## config.mk

```make
export PLATFORM = sky130hd
export DESIGN_NAME = adder_nbit_seq
export DESIGN_NICKNAME = d
export VERILOG_FILES = /design/src/rtl/adder_nbit_seq.sv
export SDC_FILE = /design/constraint.sdc
export NUM_CORES = 1
export LEC_CHECK = 0
export ABC_AREA = 0
export CORE_UTILIZATION = 31
export DETAILED_ROUTE_END_ITERATION = 6
export GPL_TIMING_DRIVEN = 0
export PLACE_DENSITY = 0.58
export RECOVER_POWER = 100
export SLEW_MARGIN = 20
export SYNTH_ARGS = -nofsm -noshare
export SYNTH_HDL_FRONTEND = slang
export SYNTH_SLANG_ARGS = --single-unit
```

## constraint.sdc

```tcl
create_clock -name clk -period 3.8 [get_ports clk]
set_input_delay 0.57 -clock clk [delete_from_list [all_inputs] [get_ports clk]]
set_output_delay 0.57 -clock clk [all_outputs]
set_load 0.1 [all_outputs]
```

## src/rtl/adder_nbit_seq.sv

```systemverilog
// Multi-cycle ripple adder: adds CHUNK bits per clock with a valid/ready handshake on both sides.
// Optional subtract mode (sub port, a + ~b + 1) is built only when ADDER_SUB_EN is defined.
module adder_nbit_seq #(
  parameter int WIDTH = 16,
  parameter int CHUNK = 4
) (
  input  logic             clk,
  input  logic             reset,
  input  logic             in_valid,
  output logic             in_ready,
  input  logic [WIDTH-1:0] a,
  input  logic [WIDTH-1:0] b,
  input  logic             carry_in,
`ifdef ADDER_SUB_EN
  input  logic             sub,
`endif
  output logic             out_valid,
  input  logic             out_ready,
  output logic [WIDTH-1:0] sum,
  output logic             carry_out,
  output logic             overflow
);

  localparam int NCHUNK = WIDTH / CHUNK;
  localparam int IDXW   = (NCHUNK > 1) ? $clog2(NCHUNK) : 1;

  if (WIDTH < 2 || CHUNK < 1 || (WIDTH % CHUNK) != 0) begin : g_bad_params
    $error("adder_nbit_seq: WIDTH must be >= 2 and a multiple of CHUNK");
  end

  typedef enum logic [1:0] {
    IDLE = 2'd0,
    BUSY = 2'd1,
    DONE = 2'd2
  } state_t;

  state_t            state_q, state_d;
  logic [IDXW-1:0]   idx_q, idx_d;
  logic [WIDTH-1:0]  a_q, a_d;
  logic [WIDTH-1:0]  b_q, b_d;
  logic              carry_q, carry_d;
  logic [WIDTH-1:0]  sum_q, sum_d;
  logic              carry_out_q, carry_out_d;
  logic              overflow_q, overflow_d;

  logic [WIDTH-1:0]  b_eff;
  logic              cin_eff;
  logic [CHUNK-1:0]  a_chunk;
  logic [CHUNK-1:0]  b_chunk;
  logic [CHUNK:0]    chunk_res;
  logic              last_chunk;
  int                shamt;

  // Subtraction is folded into the operands at accept time so BUSY only ever adds.
`ifdef ADDER_SUB_EN
  always_comb begin
    b_eff   = sub ? ~b : b;
    cin_eff = sub ? 1'b1 : carry_in;
  end
`else
  always_comb begin
    b_eff   = b;
    cin_eff = carry_in;
  end
`endif

  always_comb begin
    shamt      = int'(idx_q) * CHUNK;
    a_chunk    = a_q[shamt +: CHUNK];
    b_chunk    = b_q[shamt +: CHUNK];
    chunk_res  = {1'b0, a_chunk} + {1'b0, b_chunk} + {{CHUNK{1'b0}}, carry_q};
    last_chunk = (idx_q == IDXW'(NCHUNK - 1));
  end

  always_comb begin
    state_d     = state_q;
    idx_d       = idx_q;
    a_d         = a_q;
    b_d         = b_q;
    carry_d     = carry_q;
    sum_d       = sum_q;
    carry_out_d = carry_out_q;
    overflow_d  = overflow_q;

    case (state_q)
      IDLE: begin
        if (in_valid) begin
          a_d         = a;
          b_d         = b_eff;
          carry_d     = cin_eff;
          idx_d       = '0;
          sum_d       = '0;
          carry_out_d = 1'b0;
          overflow_d  = 1'b0;
          state_d     = BUSY;
        end
      end
      BUSY: begin
        for (int k = 0; k < NCHUNK; k++) begin
          if (k == int'(idx_q)) begin
            sum_d[k*CHUNK +: CHUNK] = chunk_res[CHUNK-1:0];
          end
        end
        carry_d = chunk_res[CHUNK];
        if (last_chunk) begin
          // Carry into the MSB is recovered as a ^ b ^ sum at that bit.
          carry_out_d = chunk_res[CHUNK];
          overflow_d  = a_q[WIDTH-1] ^ b_q[WIDTH-1] ^ chunk_res[CHUNK-1] ^ chunk_res[CHUNK];
          idx_d       = '0;
          state_d     = DONE;
        end else begin
          idx_d = idx_q + IDXW'(1);
        end
      end
      DONE: begin
        if (out_ready) begin
          state_d = IDLE;
        end
      end
      default: begin
        state_d = IDLE;
      end
    endcase
  end

  always_ff @(posedge clk or posedge reset) begin
    if (reset) begin
      state_q     <= IDLE;
      idx_q       <= '0;
      a_q         <= '0;
      b_q         <= '0;
      carry_q     <= 1'b0;
      sum_q       <= '0;
      carry_out_q <= 1'b0;
      overflow_q  <= 1'b0;
    end else begin
      state_q     <= state_d;
      idx_q       <= idx_d;
      a_q         <= a_d;
      b_q         <= b_d;
      carry_q     <= carry_d;
      sum_q       <= sum_d;
      carry_out_q <= carry_out_d;
      overflow_q  <= overflow_d;
    end
  end

  always_comb begin
    in_ready  = (state_q == IDLE);
    out_valid = (state_q == DONE);
    sum       = sum_q;
    carry_out = carry_out_q;
    overflow  = overflow_q;
  end

endmodule

```

== Yosys cells after proc, flatten, opt, wreduce, memory -nomap -nowiden ==
Cells that the tools add are included.
Storage, ports and cells
  register bits: 55
  input port bits: 37
  word-level logic and storage cells: 63
Operators by class
  add/sub/neg operators: 3
  equality and inequality tests: 13
  shift operators: 2
  mux-type cells: 20
  bitwise operators: 3
  reduce and logical (&&, ||, !) cells: 11
Operator list (number)
  $pmux 16 s2: 1
  $shiftx 16x5->4: 2
  $reduce_and 3->1: 6
  $mux 16: 1
  $mux 4: 4
  $ne 2x2->1 const B: 6
  $mux 2: 5
  $pmux 1 s2: 3
  $pmux 2 s3: 1
  $add 4x4->5: 1
  $add 5x1->5: 1
  $eq 2x2->1 const A: 2
  $eq 2x2->1 const B: 2
  $logic_not 2->1: 2
  $mux 1: 4
  $pmux 2 s2: 1
  $reduce_and 2->1: 2
  $xor 1x1->1: 3
  $add 2x1->2 const B: 1
  $eq 1x2->1 const A: 1
  $eq 2x1->1 const B: 1
  $ne 2x1->1 const B: 1
  $reduce_bool 2->1: 1

== Depth between registers and ports, before layout ==
Gate-level depths: netlist of run 1.
  word-level depth: 7
  gate-level depth with buffers: 8

== Worst setup path before layout of run 1 ==
OpenSTA, ideal clock, no wires.
  kind: register -> register
  from: reg idx_q[0]
  to: reg sum_q[14], in the netlist sum[14]
  setup time: 0.122 ns
  arrival time: 2.586 ns
  required time: 3.678 ns
  slack: 1.092 ns
  stages on the path, launching flop included: 8
  clock period less this slack: 2.708 ns
  cell sequence: dfrtp_1 buf_2 mux4_2 fa_1 fa_1 xnor2_1 o22ai_1 a22o_1
Between the ends
  word-level cells in the longest chain between the ends: 5
  elaborated cells between the ends (all ways): 9
RTL lines
  start: declaration: line 38  | logic [IDXW-1:0] idx_q, idx_d;
  start signal: assignment: line 138  | idx_q <= idx_d;
  $shiftx 16x5->4, on equally long branches: line 69, 70
  $add 4x4->5: line 71  | chunk_res = {1'b0, a_chunk} + {1'b0, b_chunk} + {{CHUNK{1'b0}}, carry_q};
  $add 5x1->5: line 71
  $mux 4: line 100  | if (k == int'(idx_q)) begin
  $pmux 16 s2: line 85  | case (state_q)
  end signal: assignment: line 142  | sum_q <= sum_d;
  end: declaration: line 42  | logic [WIDTH-1:0] sum_q, sum_d;
Parallel ways exist; a longest one is shown, timed or not. The select of a mux whose other input is x is not followed.
A chain may end at the register's enable or synchronous reset.

== Worst setup path after layout of run 1 ==
Same ends and word-level chain as after synthesis.

==> impl_metrics.toml, run 1 <==
[final_layout]
final_common_cell = "dfrtp_1"
seq_area_sq_um = 1380
syn_to_final_growth_pct = 28.8
mostFrequentLayoutCells = "dfrtp_1 (55), clkdlybuf4s50_1 (34), mux2_2 (32), dlygate4sd3_1 (22), a22o_1 (15)"
layout-drive-gt1-share_pct = 21.3
n_antenna_cell = 0
multiInputGateArea_sq_um = 1140
nets = 300
fin_area_sq_um = 3360
fillCellCount = 794

[detailed_routing]
antenna_left = 0
dr.pass1.iters = 4
drt_wl_total_mm = 5.39
vias_per_cell = 4.75
drc = 0
avgRoutedWirePerCell_um = 15.0
drt-initial-drc-count = 44
dr_total_vias = 1705

[placement]
pre_cts_ws_ns = 0.595
dp_hpwl_mm = 3.97
gp_congestion = 0.758
placed_area_sq_um = 3300
io_buffers = 56

[clocking]
cts_buffers = 5
holdBufCountCts = 0
clk_pin_slew_ns = 0.09
cts_tree = "done"
clock_path_buffers = 2
clockRootBuffer = "clkbuf_8"
postCtsSetupRepairBufs = 0
cts-resized-gates = 0
cts_max_level = 2
clock-sinks = 55
clk_latency_ns = 0.30

[worst_setup_path]
cp.required_ns = 3.99
cp.arrival_ns = 3.36
crit_type = "flop to flop"
path_max_fanout = 10
worstSetupEndpointType = "flop"
critPathLaunchType = "flop"

[logic_synthesis]
ys_warn_count = 0
synth_enable_flop_cells = 0
synth_top_flop_cell = "dfrtp_1"
synth_async_sr_flop_share_pct = 100
synth_nets = 237
avgSynthCellArea_sq_um = 13.7
synthCells = 191
ys_ff_latch = 55
synth_area_sq_um = 2610
ys_types = 37
yosysSeqAreaShare_pct = 52.8

[sta]
hold_viol = 0
tightestPinTransition_ns = 2.42
setup_viol = 0
whs_ns = 0.497
finalCriticalPeriod_ns = 3.17
layout_setup_ws_ns = 0.630
fmax_ghz = 0.315
setup_tns_ns = 0
slew_headroom_pct = -62.1
clock_skew_ns = 0.00821
grt_setup_unrepaired = "false"
fin_crit_sh_pct = 83.4
drv_slew = 56

[die]
start_util_pct = 31.9
die_x_um = 93.7
row_count = 33
core_sq_um = 8180
die_h_um = 93.7
ioPinCount = 57
die_area_sq_um = 8780

[grt]
grt_pass1_wl_mm = 8.96
antenna_found_initial = 0
grt_pass1_vias = 1834
grt_max_degree = 56
grt_overflow = 0
grt_usage_pct = 13.7

[outcome]
status = "finished with violations"
violations = "capacitance limit, slew limit"

[min_path]
hold_class = "flop to flop"

[job]
cap_violations = 1
[metal layers]
layer  GRT usage, %  share of wire, %
met2           23.1                50
met3           3.16               3.7
met4           4.62               1.2
met5              0                 0
met1           17.3                45
[sequential cells by signal, indices dropped and copies added, names as in the netlist]
| signal | cells |
|---|---|
| a_q | 16 |
| b_q | 16 |
| carry_out | 1 |
| carry_q | 1 |
| idx_q | 2 |
| overflow | 1 |
| state_q | 2 |
| sum | 16 |
[cell families after synthesis]
group / share of synthesized area, %
mux: 20.7
simple gates: 6.86
flops: 52.8
compound gates: 10.8
buf+inv: 3.21
xor+xnor: 0.672
fa+ha+maj: 4.89
[layout make-up]
cell class,instances,share of cell area [%]
buffer,8,1.04
clock buffer,6,2.46
clock inverter,1,0.149
inverter,8,0.931
multi-input combinational,120,33.9
sequential,55,41.0
tap,105,3.91
timing repair buffer,56,16.7
[synthesized netlist by cell type (all sizes together), types with 4 or more instances]
| cell | instances | area share (%) |
|---|---|---|
| a21oi | 4 | 0.77 |
| a22o | 15 | 5.0 |
| and2 | 5 | 1.5 |
| buf | 5 | 1.6 |
| dfrtp | 55 | 53 |
| ha | 7 | 3.4 |
| inv | 8 | 1.2 |
| mux2 | 32 | 14 |
| mux4 | 8 | 6.9 |
| nand2 | 8 | 1.2 |
| nor2 | 7 | 1.1 |
| o21ai | 6 | 1.2 |
[worst max-delay path, cell delays in order (launching register included)]
cell and delay [ns]:
dfrtp_1 0.44, buf_2 0.34, mux4_2 0.57, fa_1 0.44
fa_1 0.42, xnor2_1 0.47, o22ai_1 0.17, a22o_1 0.20
[worst paths after layout]
kind                          start       to  slack [ns]  depth (start not counted)
hold / removal               sum[6]   sum[6]        0.50                          1
hold reg to reg              sum[6]   sum[6]        0.50                          1
setup reg to reg           idx_q[0]  sum[14]        0.63                          7
max in group asynchronous     reset   b_q[3]        1.34                          2
setup / recovery           idx_q[0]  sum[14]        0.63                          7
min in group asynchronous     reset   sum[7]        1.38                          2
[stage by stage]
step           util, %  instances
2_1_floorplan        -        191
3_3_place_gp      40.4        352
4_1_cts           41.5        359
5_1_grt           41.1        359
3_5_place_dp      40.4        352
6_report          41.1        359
Power of run 1 is left out: the tool's default activity adds up to more than one toggle a clock period on the data nets, which glitch-free logic cannot reach.
==> run 2: changes to the inputs <==
- clock period: 3.8 -> 3.3 ns (I/O delays scaled with it)
==> impl_metrics.toml, run 2 (synthesis results as in run 1) <==
[outcome]
status = "finished with violations"
violations = "capacitance limit, slew limit"

[sta]
fmax_ghz = 0.332
slew_headroom_pct = -38.4
fin_crit_sh_pct = 91.4
hold_viol = 0
drv_slew = 56
setup_tns_ns = 0
finalCriticalPeriod_ns = 3.02
tightestPinTransition_ns = 2.07
clock_skew_ns = 0.0102
setup_viol = 0
grt_setup_unrepaired = "false"

[detailed_routing]
vias_per_cell = 4.79
drt-initial-drc-count = 40
drc = 0
drt_wl_total_mm = 5.38
dr.pass1.iters = 4
dr_total_vias = 1718
antenna_left = 0
avgRoutedWirePerCell_um = 15.0

[worst_setup_path]
crit_type = "flop to flop"
reg2regPathDepth = 7
cp.arrival_ns = 3.21
worstSetupEndpointType = "flop"
cp.required_ns = 3.49
cp_slowest_cell = "mux4_2"
critPathLaunchType = "flop"
cp_common_cell = "fa_1"
slowest_delay_ns = 0.57
path_max_fanout = 10
cp_cell_sequence = "buf_2 > mux4_2 > fa_1 > fa_1 > xnor2_2 > o22ai_1 > a22o_1"

[grt]
grt_overflow = 0
antenna_found_initial = 0
grt_pass1_wl_mm = 8.96
grt_max_degree = 56
grt_pass1_vias = 1834
grt_usage_pct = 13.7

[die]
ioPinCount = 57
core_sq_um = 8180
die_x_um = 93.7
die_area_sq_um = 8780
die_h_um = 93.7
row_count = 33
start_util_pct = 31.9

[clocking]
clock-sinks = 55
cts_max_level = 2
clk_latency_ns = 0.30
holdBufCountCts = 0
cts_buffers = 5
clk_pin_slew_ns = 0.10
clockRootBuffer = "clkbuf_8"
cts_tree = "done"
clock_path_buffers = 2

[final_layout]
syn_to_final_growth_pct = 29.1
finalNonFillerCells = 359
layout-drive-gt1-share_pct = 21.3
fin_util_pct = 41.2
n_antenna_cell = 0
mostFrequentLayoutCells = "dfrtp_1 (55), clkdlybuf4s50_1 (34), mux2_2 (32), dlygate4sd3_1 (22), a22o_1 (15)"
fin_area_sq_um = 3370
final_common_cell = "dfrtp_1"
nets = 300

[placement]
gp_congestion = 0.758
dp.cells = 352
placed_area_sq_um = 3300
io_buffers = 56
dp_hpwl_mm = 3.97

[min_path]
hold_class = "flop to flop"
hold_depth = 1

[job]
cap_violations = 1
[run 2: per-layer routing]
metal | part of all wire [%] | GRT usage, % | up-vias
li1 | - | - | 826
met1 | 46 | 17.3 | 846
met2 | 49 | 23.1 | 39
met3 | 3.6 | 3.16 | 7
met4 | 1.7 | 4.62 | 0
met5 | 0 | 0 | -
[run 2: final cells by class]
| type | count | area (sq um) |
|---|---|---|
| multi-input cells | 120 | 1140 |
| repair buffers | 56 | 561 |
| fillers | 794 | 4810 |
| clock buffers | 6 | 82.6 |
| flip-flops and latches | 55 | 1380 |
| clock inverters | 1 | 5.00 |
| inverters | 8 | 30.0 |
| plain buffers | 8 | 35.0 |
| well taps | 105 | 131 |
[run 2: final timing paths]
kind,from,to,slack [ns]
worst max register to register,idx_q[0],sum[14],0.28
min in group asynchronous,reset,sum[7],1.33
worst min-delay path,sum[6],sum[6],0.50
worst min register to register,sum[6],sum[6],0.50
max in group asynchronous,reset,b_q[3],0.78
worst max-delay path,idx_q[0],sum[14],0.28
[run 2: metrics by stage]
stage / hold WS, ns / worst slack (ns)
after detailed placement: 0.479 / 0.0951
final: 0.497 / 0.285
after floorplan: 0.475 / 0.592
after CTS: 0.505 / 0.0847
after global routing: 0.527 / 0.118
after global placement: 0.485 / 0.131
[run 2: critical path, delay by kind of cell (launching register included)]
| family | cells | cell delay (ns) |
|---|---|---|
| flops | 1 | 0.44 |
| compound gates | 2 | 0.33 |
| fa+ha+maj | 2 | 0.88 |
| xor+xnor | 1 | 0.33 |
| mux | 1 | 0.57 |
| buf+inv | 1 | 0.34 |
[run 2: timing repair]
action                                  in CTS  in global routing
endpoints found under the setup margin       0                  1
setup buffers                                0                  0
gates resized for setup                      0                  1
Power of run 2 is left out for the same reason.
